**src/rtl/icache_fetch_arbiter.sv**
```systemverilog
`default_nettype none
// ============================================================================
// Module   : icache_fetch_arbiter
// Purpose  : Shares one I-Cache fetch port between the way0 and way1
//            instruction fetch units. Arbitrates round-robin and holds the
//            granted request and address stable until the cache answers.
//            Routes the returned instruction to the owning way. A redirect
//            (jumpFlag_i) squashes the in-flight fetch, and the late
//            response is drained and discarded.
// Ports    :
//   clk, reset_n            core clock, asynchronous active-low reset
//   jumpFlag_i              redirect: squash in-flight and new fetches
//   way0_* / way1_*         per-way request, address, response valid, data
//   request_o               fetch request to the I-Cache
//   instAddr_fetch_o        registered fetch address to the I-Cache
//   dataOk_i, inst_fetch_i  response valid and instruction from the I-Cache
//   grant_o                 one-hot owner {way1,way0}; 0 when idle/draining
//   timeout_o               sticky flag: cache did not answer in time
// Revision : 1.0 - initial release
// ============================================================================
module icache_fetch_arbiter #(
  parameter int ADDR_WIDTH     = 32,
  parameter int INST_WIDTH     = 32,
  parameter int TIMEOUT_CYCLES = 255
) (
  input  logic                  clk,
  input  logic                  reset_n,
  input  logic                  jumpFlag_i,
  // way0 fetch unit
  input  logic                  way0_request_i,
  input  logic [ADDR_WIDTH-1:0] way0_instAddr_fetch_i,
  output logic                  way0_dataOk_o,
  output logic [INST_WIDTH-1:0] way0_inst_fetch_o,
  // way1 fetch unit
  input  logic                  way1_request_i,
  input  logic [ADDR_WIDTH-1:0] way1_instAddr_fetch_i,
  output logic                  way1_dataOk_o,
  output logic [INST_WIDTH-1:0] way1_inst_fetch_o,
  // I-Cache side
  output logic                  request_o,
  output logic [ADDR_WIDTH-1:0] instAddr_fetch_o,
  input  logic                  dataOk_i,
  input  logic [INST_WIDTH-1:0] inst_fetch_i,
  // status
  output logic [1:0]            grant_o,
  output logic                  timeout_o
);

  localparam int                 c_cnt_w   = $clog2(TIMEOUT_CYCLES + 1);
  localparam logic [c_cnt_w-1:0] c_cnt_max = c_cnt_w'(TIMEOUT_CYCLES);

  typedef enum logic [1:0] {
    S_IDLE  = 2'd0,
    S_BUSY0 = 2'd1,
    S_BUSY1 = 2'd2,
    S_DRAIN = 2'd3
  } state_t;

  state_t                r_state;
  logic                  r_request;
  logic [ADDR_WIDTH-1:0] r_addr;
  logic [1:0]            r_grant;
  logic                  r_timeout;
  logic                  r_last_grant;   // 0 = way0 served last, 1 = way1
  logic [c_cnt_w-1:0]    r_wait_cnt;

  logic                  w_busy0;
  logic                  w_busy1;
  logic                  w_served;
  logic                  w_eff_last;
  logic                  w_any_req;
  logic                  w_pick1;
  logic                  w_issue;
  logic [ADDR_WIDTH-1:0] w_win_addr;
  logic [c_cnt_w-1:0]    w_cnt_next;
  logic                  w_ok0;
  logic                  w_ok1;

  assign w_busy0   = (r_state == S_BUSY0);
  assign w_busy1   = (r_state == S_BUSY1);
  assign w_served  = (w_busy0 | w_busy1) & dataOk_i;
  assign w_any_req = way0_request_i | way1_request_i;

  // When a way is being served this cycle it becomes the last grant
  // immediately, so the other way wins a tie in the back-to-back re-issue.
  assign w_eff_last = w_served ? w_busy1 : r_last_grant;

  // way1 wins if it is the only requester, or on a tie when way0 was last.
  assign w_pick1    = way1_request_i & (~way0_request_i | ~w_eff_last);
  assign w_win_addr = w_pick1 ? way1_instAddr_fetch_i : way0_instAddr_fetch_i;

  // A new fetch starts from IDLE, or back-to-back on a normal completion.
  // A redirect blocks both.
  assign w_issue = ~jumpFlag_i & w_any_req &
                   ((r_state == S_IDLE) | w_served);

  // Saturating wait counter step.
  assign w_cnt_next = (r_wait_cnt == c_cnt_max) ? c_cnt_max : r_wait_cnt + 1'b1;

  // Responses are forwarded combinationally in the cycle the cache answers.
  assign w_ok0 = w_busy0 & dataOk_i & ~jumpFlag_i;
  assign w_ok1 = w_busy1 & dataOk_i & ~jumpFlag_i;

  assign way0_dataOk_o     = w_ok0;
  assign way1_dataOk_o     = w_ok1;
  assign way0_inst_fetch_o = w_ok0 ? inst_fetch_i : '0;
  assign way1_inst_fetch_o = w_ok1 ? inst_fetch_i : '0;

  assign request_o        = r_request;
  assign instAddr_fetch_o = r_addr;
  assign grant_o          = r_grant;
  assign timeout_o        = r_timeout;

  always_ff @(posedge clk or negedge reset_n) begin
    if (!reset_n) begin
      r_state      <= S_IDLE;
      r_request    <= 1'b0;
      r_addr       <= '0;
      r_grant      <= 2'b00;
      r_timeout    <= 1'b0;
      r_last_grant <= 1'b1;
      r_wait_cnt   <= '0;
    end else if (w_issue) begin
      r_state    <= w_pick1 ? S_BUSY1 : S_BUSY0;
      r_request  <= 1'b1;
      r_addr     <= w_win_addr;
      r_grant    <= w_pick1 ? 2'b10 : 2'b01;
      r_wait_cnt <= '0;
      if (w_served) begin
        r_last_grant <= w_busy1;
      end
    end else begin
      case (r_state)
        S_IDLE: begin
          // Nothing pending or redirect active: stay idle.
          r_request <= 1'b0;
          r_grant   <= 2'b00;
        end

        S_BUSY0, S_BUSY1: begin
          if (dataOk_i) begin
            // Completion with no follow-on fetch; a squashed completion
            // leaves the round-robin pointer untouched.
            if (!jumpFlag_i) begin
              r_last_grant <= w_busy1;
            end
            r_state   <= S_IDLE;
            r_request <= 1'b0;
            r_grant   <= 2'b00;
          end else if (jumpFlag_i) begin
            // Keep the address and request up so the cache can finish
            // the outstanding access; its data is thrown away.
            r_state    <= S_DRAIN;
            r_grant    <= 2'b00;
            r_wait_cnt <= '0;
          end else begin
            r_wait_cnt <= w_cnt_next;
            if (w_cnt_next == c_cnt_max) begin
              r_timeout <= 1'b1;
            end
          end
        end

        S_DRAIN: begin
          if (dataOk_i) begin
            r_state   <= S_IDLE;
            r_request <= 1'b0;
            r_grant   <= 2'b00;
          end else begin
            r_wait_cnt <= w_cnt_next;
            if (w_cnt_next == c_cnt_max) begin
              r_timeout <= 1'b1;
            end
          end
        end

        default: begin
          r_state   <= S_IDLE;
          r_request <= 1'b0;
          r_grant   <= 2'b00;
        end
      endcase
    end
  end

endmodule
`default_nettype wire

```
**config.mk**
```make
export PLATFORM = sky130hd
export DESIGN_NAME = icache_fetch_arbiter
export DESIGN_NICKNAME = d
export VERILOG_FILES = /design/src/rtl/icache_fetch_arbiter.sv
export SDC_FILE = /design/constraint.sdc
export NUM_CORES = 1
export LEC_CHECK = 0
export BUFFER_PORTS_ARGS = -buffer_cell sky130_fd_sc_hd__buf_2
export CAP_MARGIN = 10
export CORE_ASPECT_RATIO = 0.75
export CORE_MARGIN = 5
export CORE_UTILIZATION = 30
export CTS_BUF_LIST = sky130_fd_sc_hd__clkbuf_4 sky130_fd_sc_hd__clkbuf_8 sky130_fd_sc_hd__clkbuf_16
export DETAILED_ROUTE_END_ITERATION = 16
export MAX_ROUTING_LAYER = met4
export PLACE_DENSITY_LB_ADDON = 0.2
export SYNTH_ARGS = -nofsm -noshare
export SYNTH_HDL_FRONTEND = slang
export SYNTH_SLANG_ARGS = --single-unit
```
**constraint.sdc**
```tcl
create_clock -name clk -period 4.2 [get_ports clk]
set_input_delay 0.84 -clock clk [delete_from_list [all_inputs] [get_ports clk]]
set_output_delay 0.84 -clock clk [all_outputs]
set_load 0.01 [all_outputs]
```
# == Word-level counts from Yosys, hierarchy flattened ==
# Index checks and enable logic that the tools add are counted.
# totals
reg_bits,47
inputBits,102
out_inout_bits,102
elab_cells,82
# classes
n_addsub,1
eq_ne,14
n_mux,32
n_bitwise,16
reduce_logical,12
# ops
cell,n
$mux W32,3
$mux W8,5
$eq A8 B8 Y1 const B,2
$mux W2,8
$pmux W8 S2,1
$mux W1,11
$ne A3 B3 Y1 const B,3
$reduce_and A3 Y1,3
$add A8 B1 Y8 const B,1
$and A1 B1 Y1,8
$ne A2 B2 Y1 const B,3
$pmux W2 S3,1
$reduce_bool A2 Y1,3
$reduce_and A5 Y1,1
$eq A2 B2 Y1 const B,2
$ne A4 B4 Y1 const B,1
$not A1 Y1,4
$or A1 B1 Y1,4
$pmux W1 S2,2
$pmux W2 S2,1
$ne A3 B1 Y1 const B,1
$reduce_bool A3 Y1,1
$reduce_or A3 Y1,1
$eq A2 B1 Y1 const B,1
4 further kinds,4

# == Depth between registers and ports, before layout ==
# Gate-level depths: netlist of run 1.
# depth
word_depth,9
mapped_depth,9
depth_no_buf,6

# == Worst setup path before layout of run 1 ==
# OpenSTA, ideal clock, no wires.
# synth_path
path_kind,input to output
start,in dataOk_i
end,out way0_inst_fetch_o[22]
arrival_ps,1796
t_required_ps,3360
path_slack_ps,1564
cell_stages,4
path_buffers,2
cell_sequence,clkbuf_1 -> and3b_1 -> clkbuf_1 -> and2_1
# synth_between
elab_chain_cells,3
# synth_lines
item,line,source
start: declaration,42,"input logic dataOk_i,"
$and A1 B1 Y1 (2 in series),101,assign w_ok0 = w_busy0 & dataOk_i & ~jumpFlag_i;
via way0_dataOk_o,32,"output logic way0_dataOk_o,"
$mux W32,106,assign way0_inst_fetch_o = w_ok0 ? inst_fetch_i : '0;
end: declaration,33,"output logic [INST_WIDTH-1:0] way0_inst_fetch_o,"
# The timed path passes the listed nets, and every way through them passes these cells.

# == Worst setup path after layout of run 1 ==
# layout_path
start,in dataOk_i
end,out way1_inst_fetch_o[23]
# layout_between
elab_chain_cells,3
# layout_lines
item,line,source
$and A1 B1 Y1 (2 in series),102,assign w_ok1 = w_busy1 & dataOk_i & ~jumpFlag_i;
$mux W32,107,assign way1_inst_fetch_o = w_ok1 ? inst_fetch_i : '0;
end: declaration,38,"output logic [INST_WIDTH-1:0] way1_inst_fetch_o,"
# Every way passes these cells.

==> impl_metrics.xml, run 1 <==
<?xml version="1.0" encoding="UTF-8"?>
<metrics>
  <group name="floorplanning">
    <metric name="dieWidth" unit="um">125</metric>
    <metric name="floorplan.die_area" unit="sq um">12000</metric>
    <metric name="initial_cell_density_of_the_core" unit="%">30.8</metric>
    <metric name="io_pins" unit="">204</metric>
    <metric name="fp.coreArea" unit="sq um">9660</metric>
    <metric name="floorplan.rows" unit="">31</metric>
    <metric name="chipHeight" unit="um">96.2</metric>
  </group>
  <group name="sta">
    <metric name="grt_setup_unrepaired" unit="">false</metric>
    <metric name="max_clock_skew" unit="ps">6.19</metric>
    <metric name="fin_hold_ws" unit="ps">483</metric>
    <metric name="post-route-period-util" unit="%">71.9</metric>
    <metric name="transition_time_of_the_tightest_slew_check_pin" unit="ps">823</metric>
    <metric name="max-slew-margin-rel" unit="%">45.2</metric>
    <metric name="slew_violations" unit="">0</metric>
    <metric name="setup_total_negative_slack" unit="ps">0</metric>
    <metric name="finalSetupViolations" unit="">0</metric>
    <metric name="final_hold_viol_count" unit="">0</metric>
    <metric name="final_period_minus_worst_setup_slack" unit="ps">3020</metric>
    <metric name="max_freq" unit="MHz">331</metric>
  </group>
  <group name="worst_setup_path">
    <metric name="crit_slowest_cell" unit="">sky130_fd_sc_hd__and3b_1</metric>
    <metric name="cp_cell_sequence" unit="">buf_2 &gt; and3b_1 &gt; and2_1 &gt; buf_2</metric>
    <metric name="worst_path_largest_cell_delay" unit="ps">740</metric>
    <metric name="worstSetupEndpointType" unit="">primary output</metric>
    <metric name="critical_path.n_buffers_inverters" unit="">2</metric>
    <metric name="kind_of_cell_adding_the_most_delay_to_the_critical_path" unit="">simple AND/OR/NAND/NOR gates</metric>
    <metric name="timing.critical_path.mode_cell" unit="">sky130_fd_sc_hd__buf_2</metric>
    <metric name="worst_reg2reg_path_length_in_cells" unit="">7</metric>
    <metric name="critPathArrivalTime" unit="ps">2180</metric>
    <metric name="timing.critical_path.from_type" unit="">input pin</metric>
    <metric name="cp_num_cells" unit="">4</metric>
    <metric name="critical_path_peak_fanout" unit="">33</metric>
    <metric name="required" unit="ps">3360</metric>
    <metric name="timing_worst_setup_path_type" unit="">in -&gt; out</metric>
  </group>
  <group name="synthesis">
    <metric name="syn-mean-instance-area" unit="sq um">8.18</metric>
    <metric name="mappedNetlistArea" unit="sq um">2970</metric>
    <metric name="ys_seq_elements" unit="">47</metric>
    <metric name="ys_top_cells_by_area" unit="">sky130_fd_sc_hd__dfrtp_1 39%, sky130_fd_sc_hd__and2_1 14%, sky130_fd_sc_hd__nand2_1 9.6%</metric>
    <metric name="yosysSeqAreaShare" unit="%">39.6</metric>
    <metric name="synth-async-reset-ratio" unit="%">100</metric>
    <metric name="distinct_cells_synth" unit="">46</metric>
    <metric name="synth_fp_nets" unit="">470</metric>
    <metric name="synth_enable_flop_cells" unit="">0</metric>
    <metric name="yosysTopAreaCellShare" unit="%">38.8</metric>
    <metric name="yosys_warnings" unit="">0</metric>
    <metric name="synth_cells" unit="">363</metric>
    <metric name="synth_top_flop_cell" unit="">sky130_fd_sc_hd__dfrtp_1</metric>
    <metric name="yosys.area.top_type" unit="">sky130_fd_sc_hd__dfrtp_1</metric>
  </group>
  <group name="route">
    <metric name="wl_per_cell" unit="um">14.7</metric>
    <metric name="wl" unit="um">10100</metric>
    <metric name="number_of_design_rule_violations_left_by_the_first_detailed_router_iteration" unit="">218</metric>
    <metric name="drt_drc_violations_left" unit="">0</metric>
    <metric name="dr.pass1.iters" unit="">4</metric>
    <metric name="detail_route.vias_per_cell" unit="">4.71</metric>
    <metric name="drt.antenna.violating_nets" unit="">0</metric>
    <metric name="vias" unit="">3221</metric>
  </group>
  <group name="layout">
    <metric name="fin_area" unit="sq um">4210</metric>
    <metric name="area.sequential" unit="sq um">1180</metric>
    <metric name="footprint_of_the_multi_input_gates" unit="sq um">1530</metric>
    <metric name="layout.cells.most_common_list" unit="">203 x sky130_fd_sc_hd__buf_2, 76 x sky130_fd_sc_hd__nand2_1, 66 x sky130_fd_sc_hd__and2_1</metric>
    <metric name="post_route_cells_drive_above_1_share" unit="%">40.4</metric>
    <metric name="leading_cell_type_in_the_layout_fill_and_taps_excluded" unit="">sky130_fd_sc_hd__buf_2</metric>
    <metric name="syn_to_final_growth" unit="%">41.9</metric>
    <metric name="nNetsFinal" unit="">658</metric>
    <metric name="final-instance-count-excl-fill" unit="">684</metric>
    <metric name="layout.filler_cells" unit="">996</metric>
    <metric name="antenna-diode-count" unit="">0</metric>
  </group>
  <group name="clock_tree">
    <metric name="ctsHtreeMaxLevel" unit="">2</metric>
    <metric name="cts_root_buf" unit="">sky130_fd_sc_hd__clkbuf_16</metric>
    <metric name="cts_hold_repair.buffers" unit="">0</metric>
    <metric name="post_cts_resized" unit="">0</metric>
    <metric name="cts_tree" unit="">done</metric>
    <metric name="number_of_buffers_inserted_during_clock_tree_synthesis" unit="">5</metric>
    <metric name="cts.clk_slew.worst_paths" unit="ps">70</metric>
    <metric name="clock_insertion_delay_worst_skew" unit="ps">290</metric>
    <metric name="cts_post_setup_buffers_inserted" unit="">0</metric>
    <metric name="clock_sinks" unit="">47</metric>
    <metric name="clockBufferDepth" unit="">2</metric>
  </group>
  <group name="grt">
    <metric name="grt_antenna_before_repair" unit="">0</metric>
    <metric name="grt_start_max_net_pins" unit="">49</metric>
    <metric name="grt_util_all_layers" unit="%">16.3</metric>
    <metric name="grt_pass1_vias" unit="">3084</metric>
    <metric name="grt_pass1_wl" unit="um">15800</metric>
    <metric name="gr-total-overflow" unit="">0</metric>
  </group>
  <group name="place">
    <metric name="portBuffers" unit="">203</metric>
    <metric name="placement.cell_area" unit="sq um">4060</metric>
    <metric name="detailed_place_hpwl" unit="um">7520</metric>
    <metric name="gp_congestion" unit="">0.845</metric>
    <metric name="placed_cells" unit="">676</metric>
  </group>
  <group name="pwr">
    <metric name="power_density" unit="nW/um^2">521</metric>
    <metric name="design_power_total" unit="uW">2200</metric>
    <metric name="peakVddDrop" unit="mV">0.224</metric>
    <metric name="p_leak" unit="uW">0.00238</metric>
  </group>
  <group name="min_path">
    <metric name="min_path_type" unit="">reg -&gt; reg</metric>
    <metric name="worstHoldPathCells" unit="">2</metric>
  </group>
  <group name="outcome">
    <metric name="outcome" unit="">finished, final reports clean</metric>
  </group>
  <group name="job">
    <metric name="max_cap_viol_count" unit="">0</metric>
  </group>
</metrics>
==> cells in the mapped netlist, types with 2 or more instances <==
master                     number
sky130_fd_sc_hd__nand2_1       76
sky130_fd_sc_hd__and2_1        66
sky130_fd_sc_hd__dfrtp_1       46
sky130_fd_sc_hd__inv_1         39
sky130_fd_sc_hd__o221ai_1      32
sky130_fd_sc_hd__clkbuf_1      15
sky130_fd_sc_hd__a21oi_1       10
sky130_fd_sc_hd__buf_2          9
sky130_fd_sc_hd__o21ai_0        8
sky130_fd_sc_hd__nor2_1         6
sky130_fd_sc_hd__ha_1           5
sky130_fd_sc_hd__nand3_1        4
sky130_fd_sc_hd__and3_1         3
sky130_fd_sc_hd__and4_1         3
sky130_fd_sc_hd__a21oi_2        2
sky130_fd_sc_hd__a22o_1         2
sky130_fd_sc_hd__a31oi_1        2
sky130_fd_sc_hd__a32o_1         2
sky130_fd_sc_hd__and3b_1        2
sky130_fd_sc_hd__nand2b_1       2
sky130_fd_sc_hd__nor2b_1        2
sky130_fd_sc_hd__o211ai_1       2
sky130_fd_sc_hd__or3_1          2
==> registers in the layout, summed over array words and instances, names as in the netlist <==
signal / count
r_wait_cnt: 8
instAddr_fetch_o: 32
r_state: 2
r_last_grant: 1
request_o: 1
timeout_o: 1
grant_o: 2
==> where the power goes <==
group / leakage [uW] / internal, uW / switching [uW] / total (uW)
Clock: 0.0000723 / 227 / 190 / 418
Sequential: 0.000598 / 635 / 115 / 750
Combinational: 0.00171 / 422 / 605 / 1030
==> layout make-up <==
cell class / count / share of cell area [%]
Tap cell: 132 / 3.92
Sequential cell: 47 / 27.9
Inverter: 39 / 3.47
Clock buffer: 5 / 2.97
Timing Repair Buffer: 207 / 24.8
Clock inverter: 3 / 0.653
Multi-Input combinational cell: 251 / 36.2
==> metrics by stage <==
step	setup WS [ps]	utilization, %
after floorplan	1560	-
after global placement	1170	42.1
after detailed placement	1150	42.1
after CTS	1150	43.6
after global routing	973	43.6
final	1180	43.6
==> worst min-delay path, cell delays in order (launching register included) <==
cell	delay (ps)
sky130_fd_sc_hd__dfrtp_1	340
sky130_fd_sc_hd__nand2_1	50
sky130_fd_sc_hd__o221ai_1	60
==> routing by layer <==
metal / vias up / global-route usage (%) / wire length, um
met5: - / - / 0
met4: 0 / 2.80 / 87
met3: 9 / 2.77 / 367
met2: 64 / 27.4 / 5110
met1: 1556 / 21.2 / 4510
li1: 1592 / - / -
==> path summary, 6_finish.rpt <==
check | startpoint | to | slack [ps]
setup / recovery | dataOk_i | way1_inst_fetch_o[23] | 1180
hold / removal | instAddr_fetch_o[31]$_DFFE_PN0P_ | instAddr_fetch_o[31]$_DFFE_PN0P_ | 480
setup reg to reg | r_state[0]$_DFFE_PN0P_ | instAddr_fetch_o[27]$_DFFE_PN0P_ | 1330
hold reg to reg | instAddr_fetch_o[31]$_DFFE_PN0P_ | instAddr_fetch_o[31]$_DFFE_PN0P_ | 480
max in group asynchronous | reset_n | r_wait_cnt[7]$_DFFE_PN0P_ | 2900
min in group asynchronous | reset_n | r_state[1]$_DFFE_PN0P_ | 560
==> cell families (layout without fill, tap and decap cells) <==
logic type,Yosys count,after routing,synth area share [%]
AO/OA/AOI/OAI,72,72,18.5
XOR/XNOR,1,1,0.295
adder cells (fa/ha/maj),5,5,2.11
buffers and inverters,65,254,8.97
flip-flops,47,47,39.6
multiplexers,1,1,0.379
AND/OR/NAND/NOR,172,172,30.1
No activity file was read; power rests on OpenSTA's default activity.
==> run 2, diff against run 1 <==
- clock period: 4.2 -> 2.8 ns (I/O delays scaled with it)
==> run 2 against run 1 <==
Utilization rose by 0.69 points. Clock-buffer cell count up 1. Clock skew fell by 3.5 ps. Register-to-register slack got worse by 830 ps. Sequential power grew 49%. Non-clock buffer count up 6. First-iteration DRC count shrank 28%. Combinational power up 54%.
==> impl_metrics.xml, run 2 (synthesized netlist as in run 1, its figures left out) <==
<?xml version="1.0" encoding="UTF-8"?>
<metrics>
  <group name="outcome">
    <metric name="outcome" unit="">finished, final reports clean</metric>
  </group>
  <group name="grt">
    <metric name="grt_pass1_wl" unit="um">15600</metric>
    <metric name="grt_pass1_vias" unit="">3026</metric>
    <metric name="gr-total-overflow" unit="">0</metric>
    <metric name="grt_util_all_layers" unit="%">16.2</metric>
    <metric name="grt_start_max_net_pins" unit="">36</metric>
    <metric name="grt_antenna_before_repair" unit="">0</metric>
  </group>
  <group name="worst_setup_path">
    <metric name="critPathArrivalTime" unit="ps">1760</metric>
    <metric name="r2r-end" unit="">instAddr_fetch_o[22]$_DFFE_PN0P_</metric>
    <metric name="timing_worst_setup_path_type" unit="">reg -&gt; out</metric>
    <metric name="reg2reg_slack" unit="ps">500</metric>
    <metric name="worstSetupEndpointType" unit="">primary output</metric>
    <metric name="timing.critical_path.from_type" unit="">flop</metric>
    <metric name="critical_path_peak_fanout" unit="">33</metric>
    <metric name="worstReg2RegStart" unit="">r_state[0]$_DFFE_PN0P_</metric>
    <metric name="worst_reg2reg_path_length_in_cells" unit="">7</metric>
    <metric name="required" unit="ps">2240</metric>
  </group>
  <group name="layout">
    <metric name="post_route_cells_drive_above_1_share" unit="%">41.0</metric>
    <metric name="layout.cells.most_common_list" unit="">203 x sky130_fd_sc_hd__buf_2, 76 x sky130_fd_sc_hd__nand2_1, 66 x sky130_fd_sc_hd__and2_1</metric>
    <metric name="largest_register_ff_count" unit="">32</metric>
    <metric name="layout.filler_cells" unit="">997</metric>
    <metric name="antenna-diode-count" unit="">0</metric>
    <metric name="syn_to_final_growth" unit="%">44.1</metric>
    <metric name="nNetsFinal" unit="">664</metric>
    <metric name="final-instance-count-excl-fill" unit="">690</metric>
    <metric name="leading_cell_type_in_the_layout_fill_and_taps_excluded" unit="">sky130_fd_sc_hd__buf_2</metric>
  </group>
  <group name="route">
    <metric name="dr.pass1.iters" unit="">4</metric>
    <metric name="number_of_design_rule_violations_left_by_the_first_detailed_router_iteration" unit="">157</metric>
    <metric name="vias" unit="">3173</metric>
    <metric name="drt.antenna.violating_nets" unit="">0</metric>
    <metric name="drt_drc_violations_left" unit="">0</metric>
    <metric name="wl" unit="um">10100</metric>
    <metric name="detail_route.vias_per_cell" unit="">4.60</metric>
    <metric name="wl_per_cell" unit="um">14.6</metric>
  </group>
  <group name="pwr">
    <metric name="peakVddDrop" unit="mV">0.302</metric>
    <metric name="power_density" unit="nW/um^2">794</metric>
    <metric name="p_leak" unit="uW">0.00242</metric>
  </group>
  <group name="clock_tree">
    <metric name="cts_hold_repair.buffers" unit="">0</metric>
    <metric name="clockBufferDepth" unit="">2</metric>
    <metric name="post_cts_resized" unit="">0</metric>
    <metric name="cts_root_buf" unit="">sky130_fd_sc_hd__clkbuf_16</metric>
    <metric name="ctsHtreeMaxLevel" unit="">2</metric>
    <metric name="cts.clk_slew.worst_paths" unit="ps">60</metric>
    <metric name="number_of_buffers_inserted_during_clock_tree_synthesis" unit="">5</metric>
    <metric name="cts_post_setup_buffers_inserted" unit="">0</metric>
    <metric name="cts_tree" unit="">done</metric>
    <metric name="clock_sinks" unit="">47</metric>
    <metric name="clock_insertion_delay_worst_skew" unit="ps">280</metric>
  </group>
  <group name="sta">
    <metric name="post-route-period-util" unit="%">82.8</metric>
    <metric name="max_clock_skew" unit="ps">2.67</metric>
    <metric name="grt_setup_unrepaired" unit="">false</metric>
    <metric name="slew_violations" unit="">0</metric>
    <metric name="fin_hold_ws" unit="ps">239</metric>
    <metric name="final_hold_viol_count" unit="">0</metric>
    <metric name="max_freq" unit="MHz">431</metric>
    <metric name="transition_time_of_the_tightest_slew_check_pin" unit="ps">504</metric>
    <metric name="final_period_minus_worst_setup_slack" unit="ps">2320</metric>
    <metric name="finalSetupViolations" unit="">0</metric>
    <metric name="max-slew-margin-rel" unit="%">66.4</metric>
    <metric name="setup_total_negative_slack" unit="ps">0</metric>
  </group>
  <group name="floorplanning">
    <metric name="initial_cell_density_of_the_core" unit="%">30.8</metric>
    <metric name="fp.coreArea" unit="sq um">9660</metric>
    <metric name="dieWidth" unit="um">125</metric>
    <metric name="floorplan.rows" unit="">31</metric>
    <metric name="io_pins" unit="">204</metric>
    <metric name="floorplan.die_area" unit="sq um">12000</metric>
    <metric name="chipHeight" unit="um">96.2</metric>
  </group>
  <group name="place">
    <metric name="gp_congestion" unit="">0.790</metric>
    <metric name="placed_cells" unit="">682</metric>
    <metric name="portBuffers" unit="">203</metric>
    <metric name="detailed_place_hpwl" unit="um">7910</metric>
  </group>
  <group name="job">
    <metric name="max_cap_viol_count" unit="">0</metric>
  </group>
  <group name="min_path">
    <metric name="min_path_type" unit="">in -&gt; async</metric>
  </group>
</metrics>
==> run 2: critical path, stage by stage, from the launching register on <==
cell,delay [ps]
sky130_fd_sc_hd__dfrtp_1,430
sky130_fd_sc_hd__inv_1,110
sky130_fd_sc_hd__ha_1,200
sky130_fd_sc_hd__and3b_1,170
sky130_fd_sc_hd__buf_4,260
sky130_fd_sc_hd__and2_1,180
sky130_fd_sc_hd__buf_2,130
==> run 2: cell type report <==
| type | count | area, sq um | area share [%] |
|---|---|---|---|
| Timing Repair Buffer | 213 | 1090 | 25.5 |
| Clock inverter | 2 | 35.0 | 0.818 |
| Clock buffer | 6 | 139 | 3.24 |
| Sequential cell | 47 | 1180 | 27.5 |
| Tap cell | 132 | 165 | 3.86 |
| Multi-Input combinational cell | 251 | 1530 | 35.7 |
| Inverter | 39 | 146 | 3.42 |
==> run 2: metal layers <==
layer,share of wire (%),vias to the layer above,global-route usage (%)
li1,-,1607,-
met4,0.61,0,3.07
met5,0,-,-
met1,47,1475,22.3
met3,4.6,8,3.66
met2,48,83,24.8
==> run 2: how the worst max path moves through the flow <==
stage	end	depth (start not counted)	start	slack (ps)
global route	instAddr_fetch_o[26]$_DFFE_PN0P_	7	r_state[0]$_DFFE_PN0P_	280
finish	way1_inst_fetch_o[15]	6	r_state[0]$_DFFE_PN0P_	480
detailed placement	instAddr_fetch_o[22]$_DFFE_PN0P_	7	r_state[0]$_DFFE_PN0P_	490
floorplan	way0_inst_fetch_o[22]	4	dataOk_i	720
global placement	instAddr_fetch_o[31]$_DFFE_PN0P_	7	r_state[0]$_DFFE_PN0P_	650
CTS	way1_inst_fetch_o[15]	6	r_state[0]$_DFFE_PN0P_	470
==> run 2: report_power, final <==
part | switching, uW | leakage, uW | internal, uW
registers | 169 | 0.000598 | 953
logic | 932 | 0.00174 | 653
clock network | 247 | 0.0000868 | 444
==> run 2: through the flow <==
stage / util (%) / setup slack [ps] / power, uW / instance area, sq um
2_1_floorplan: - / 724 / 2110 / 2970
3_3_place_gp: 42.5 / 648 / 2690 / 4110
3_5_place_dp: 42.5 / 492 / 2730 / 4110
4_1_cts: 44.3 / 467 / 3440 / 4280
5_1_grt: 44.3 / 284 / 3670 / 4280
6_report: 44.3 / 481 / 3400 / 4280
==> run 3, diff against run 2 <==
- clock period: 2.8 -> 2.1 ns (I/O delays scaled with it)
==> run 3 against run 2 <==
The flow now finishes with violations (negative setup slack). Sequential cell count is the same. Clock-buffer cell count shrank 1. Worst setup slack lost 490 ps. Die area is the same. Clock power grew 17%. Highest routed layer unchanged.
==> impl_metrics.xml, run 3 (synthesized netlist as in run 1, its figures left out) <==
<?xml version="1.0" encoding="UTF-8"?>
<metrics>
  <group name="worst_setup_path">
    <metric name="timing.critical_path.from_type" unit="">flop</metric>
    <metric name="worst_reg2reg_path_length_in_cells" unit="">7</metric>
    <metric name="worstReg2RegStart" unit="">r_state[1]$_DFFE_PN0P_</metric>
    <metric name="critPathArrivalTime" unit="ps">1690</metric>
    <metric name="r2r-end" unit="">r_wait_cnt[6]$_DFFE_PN0P_</metric>
    <metric name="required" unit="ps">1680</metric>
    <metric name="reg2reg_slack" unit="ps">140</metric>
    <metric name="timing_worst_setup_path_type" unit="">reg -&gt; out</metric>
    <metric name="critical_path_peak_fanout" unit="">8</metric>
    <metric name="worstSetupEndpointType" unit="">primary output</metric>
  </group>
  <group name="pwr">
    <metric name="internal_power" unit="uW">2830</metric>
    <metric name="power_density" unit="nW/um^2">1010</metric>
    <metric name="switchingPower" unit="uW">1900</metric>
    <metric name="clock_power_share" unit="%">17.1</metric>
    <metric name="p_leak" unit="uW">0.00254</metric>
    <metric name="peakVddDrop" unit="mV">0.504</metric>
    <metric name="sequential_cell_fraction_of_total_power" unit="%">31.9</metric>
    <metric name="power.share.combinational" unit="%">51.0</metric>
    <metric name="power.switching_fraction" unit="%">40.2</metric>
  </group>
  <group name="sta">
    <metric name="max_clock_skew" unit="ps">5.85</metric>
    <metric name="postLayoutSetupSlackWorst" unit="ps">-5.23</metric>
    <metric name="final_period_minus_worst_setup_slack" unit="ps">2110</metric>
    <metric name="max_freq" unit="MHz">475</metric>
    <metric name="transition_time_of_the_tightest_slew_check_pin" unit="ps">554</metric>
    <metric name="setup_total_negative_slack" unit="ps">-36.6</metric>
    <metric name="max-slew-margin-rel" unit="%">63.1</metric>
    <metric name="final_hold_viol_count" unit="">0</metric>
    <metric name="finalSetupViolations" unit="">12</metric>
    <metric name="slew_violations" unit="">0</metric>
    <metric name="post-route-period-util" unit="%">100</metric>
    <metric name="grt_setup_unrepaired" unit="">true</metric>
  </group>
  <group name="floorplanning">
    <metric name="dieWidth" unit="um">125</metric>
    <metric name="initial_cell_density_of_the_core" unit="%">30.8</metric>
    <metric name="floorplan.rows" unit="">31</metric>
    <metric name="floorplan.die_area" unit="sq um">12000</metric>
    <metric name="fp.coreArea" unit="sq um">9660</metric>
    <metric name="chipHeight" unit="um">96.2</metric>
    <metric name="io_pins" unit="">204</metric>
  </group>
  <group name="route">
    <metric name="detail_route.vias_per_cell" unit="">4.79</metric>
    <metric name="number_of_design_rule_violations_left_by_the_first_detailed_router_iteration" unit="">205</metric>
    <metric name="dr.pass1.iters" unit="">4</metric>
    <metric name="vias" unit="">3341</metric>
    <metric name="wl_per_cell" unit="um">15.5</metric>
    <metric name="drt_drc_violations_left" unit="">0</metric>
    <metric name="wl" unit="um">10800</metric>
    <metric name="drt.antenna.violating_nets" unit="">0</metric>
  </group>
  <group name="grt">
    <metric name="grt_pass1_vias" unit="">3182</metric>
    <metric name="grt_pass1_wl" unit="um">15800</metric>
    <metric name="gr-total-overflow" unit="">0</metric>
    <metric name="grt_start_max_net_pins" unit="">44</metric>
    <metric name="grt_util_all_layers" unit="%">16.3</metric>
    <metric name="grt_antenna_before_repair" unit="">0</metric>
  </group>
  <group name="layout">
    <metric name="syn_to_final_growth" unit="%">57.7</metric>
    <metric name="leading_cell_type_in_the_layout_fill_and_taps_excluded" unit="">sky130_fd_sc_hd__buf_2</metric>
    <metric name="footprint_of_the_multi_input_gates" unit="sq um">1620</metric>
    <metric name="nNetsFinal" unit="">672</metric>
    <metric name="antenna-diode-count" unit="">0</metric>
    <metric name="layout.filler_cells" unit="">952</metric>
    <metric name="largest_register_ff_count" unit="">32</metric>
    <metric name="post_route_cells_drive_above_1_share" unit="%">47.7</metric>
    <metric name="fin_area" unit="sq um">4680</metric>
    <metric name="layout.cells.most_common_list" unit="">177 x sky130_fd_sc_hd__buf_2, 76 x sky130_fd_sc_hd__nand2_1, 46 x sky130_fd_sc_hd__dfrtp_1</metric>
    <metric name="area.sequential" unit="sq um">1180</metric>
  </group>
  <group name="clock_tree">
    <metric name="cts_root_buf" unit="">sky130_fd_sc_hd__clkbuf_16</metric>
    <metric name="clock_insertion_delay_worst_skew" unit="ps">290</metric>
    <metric name="cts.clk_slew.worst_paths" unit="ps">70</metric>
    <metric name="cts_tree" unit="">done</metric>
    <metric name="cts_hold_repair.buffers" unit="">0</metric>
    <metric name="number_of_buffers_inserted_during_clock_tree_synthesis" unit="">5</metric>
    <metric name="ctsHtreeMaxLevel" unit="">2</metric>
    <metric name="clockBufferDepth" unit="">2</metric>
    <metric name="clock_sinks" unit="">47</metric>
  </group>
  <group name="outcome">
    <metric name="failed_checks" unit="">negative setup slack</metric>
    <metric name="outcome" unit="">finished, violations left</metric>
  </group>
  <group name="min_path">
    <metric name="min_path_type" unit="">in -&gt; async</metric>
  </group>
  <group name="place">
    <metric name="placement.cell_area" unit="sq um">4210</metric>
    <metric name="detailed_place_hpwl" unit="um">8060</metric>
    <metric name="portBuffers" unit="">203</metric>
    <metric name="gp_congestion" unit="">0.803</metric>
  </group>
  <group name="job">
    <metric name="max_cap_viol_count" unit="">0</metric>
  </group>
</metrics>
## run 3: cell count changes in the layout (fill, tap and decap cells not counted), moves of 2 or more
cell | before | now
sky130_fd_sc_hd__and2_4 | 0 | 28
sky130_fd_sc_hd__and3b_1 | 2 | 0
sky130_fd_sc_hd__buf_2 | 203 | 177
sky130_fd_sc_hd__clkbuf_16 | 5 | 7
sky130_fd_sc_hd__buf_4 | 10 | 8
sky130_fd_sc_hd__and2_1 | 66 | 38
sky130_fd_sc_hd__and3b_2 | 0 | 2
sky130_fd_sc_hd__buf_6 | 0 | 28
sky130_fd_sc_hd__buf_12 | 0 | 6
## run 3: worst max-delay path by stage
stage                                      start                        end
after floorplan           r_state[0]$_DFFE_PN0P_  r_wait_cnt[5]$_DFFE_PN0P_
after global placement    r_state[1]$_DFFE_PN0P_  r_wait_cnt[5]$_DFFE_PN0P_
after detailed placement  r_state[1]$_DFFE_PN0P_  r_wait_cnt[5]$_DFFE_PN0P_
after CTS                 r_state[0]$_DFFE_PN0P_      way0_inst_fetch_o[10]
after global routing      r_state[0]$_DFFE_PN0P_       way0_inst_fetch_o[3]
final                     r_state[0]$_DFFE_PN0P_      way0_inst_fetch_o[20]
## run 3: stage by stage
stage | std cells | hold slack [ps] | utilization [%] | setup slack [ps] | total power, uW
final | 698 | 117 | 48.5 | -5.23 | 4730
after CTS | 694 | 133 | 45.2 | 27.5 | 4590
after floorplan | 363 | 124 | - | 150 | 2820
after detailed placement | 686 | 449 | 43.6 | 99.8 | 3770
after global placement | 686 | 448 | 43.6 | 156 | 3730
after global routing | 698 | 145 | 48.5 | -55.1 | 5110
## run 3: per-layer routing
| layer | up-vias | share of wire (%) | GRT usage, % |
|---|---|---|---|
| met5 | - | 0 | - |
| met4 | 0 | 0.83 | 2.08 |
| met3 | 11 | 3.8 | 2.50 |
| met2 | 94 | 50 | 27.3 |
| met1 | 1607 | 45 | 21.9 |
| li1 | 1629 | - | - |
## run 3: repair_timing
action,CTS,global route
gates resized for setup,1,60
gates cloned,0,3
setup endpoints to repair,1,53
buffers inserted,0,1
pin swaps,0,7
## run 3: critical path: stages, from the launching register on
cell and delay (ps):
sky130_fd_sc_hd__dfrtp_1 390, sky130_fd_sc_hd__buf_6 130, sky130_fd_sc_hd__ha_4 150, sky130_fd_sc_hd__and3b_2 270, sky130_fd_sc_hd__clkbuf_16 190, sky130_fd_sc_hd__and2_4 160, sky130_fd_sc_hd__buf_6 110
## run 3: cell type report
cell class | instances | area share [%]
tap | 132 | 3.53
clock inverter | 3 | 0.481
inverter | 39 | 3.12
clock buffer | 5 | 2.67
multi-input combinational | 251 | 34.5
timing repair buffer | 221 | 30.6
sequential | 47 | 25.1
## run 3: power by group through the flow
stage,Clock [uW],Sequential [uW],Combinational [uW]
after floorplan,0,1620,1190
after global placement,0,1510,2220
after detailed placement,0,1510,2260
after CTS,828,1510,2260
after global routing,875,1560,2680
final,809,1510,2410
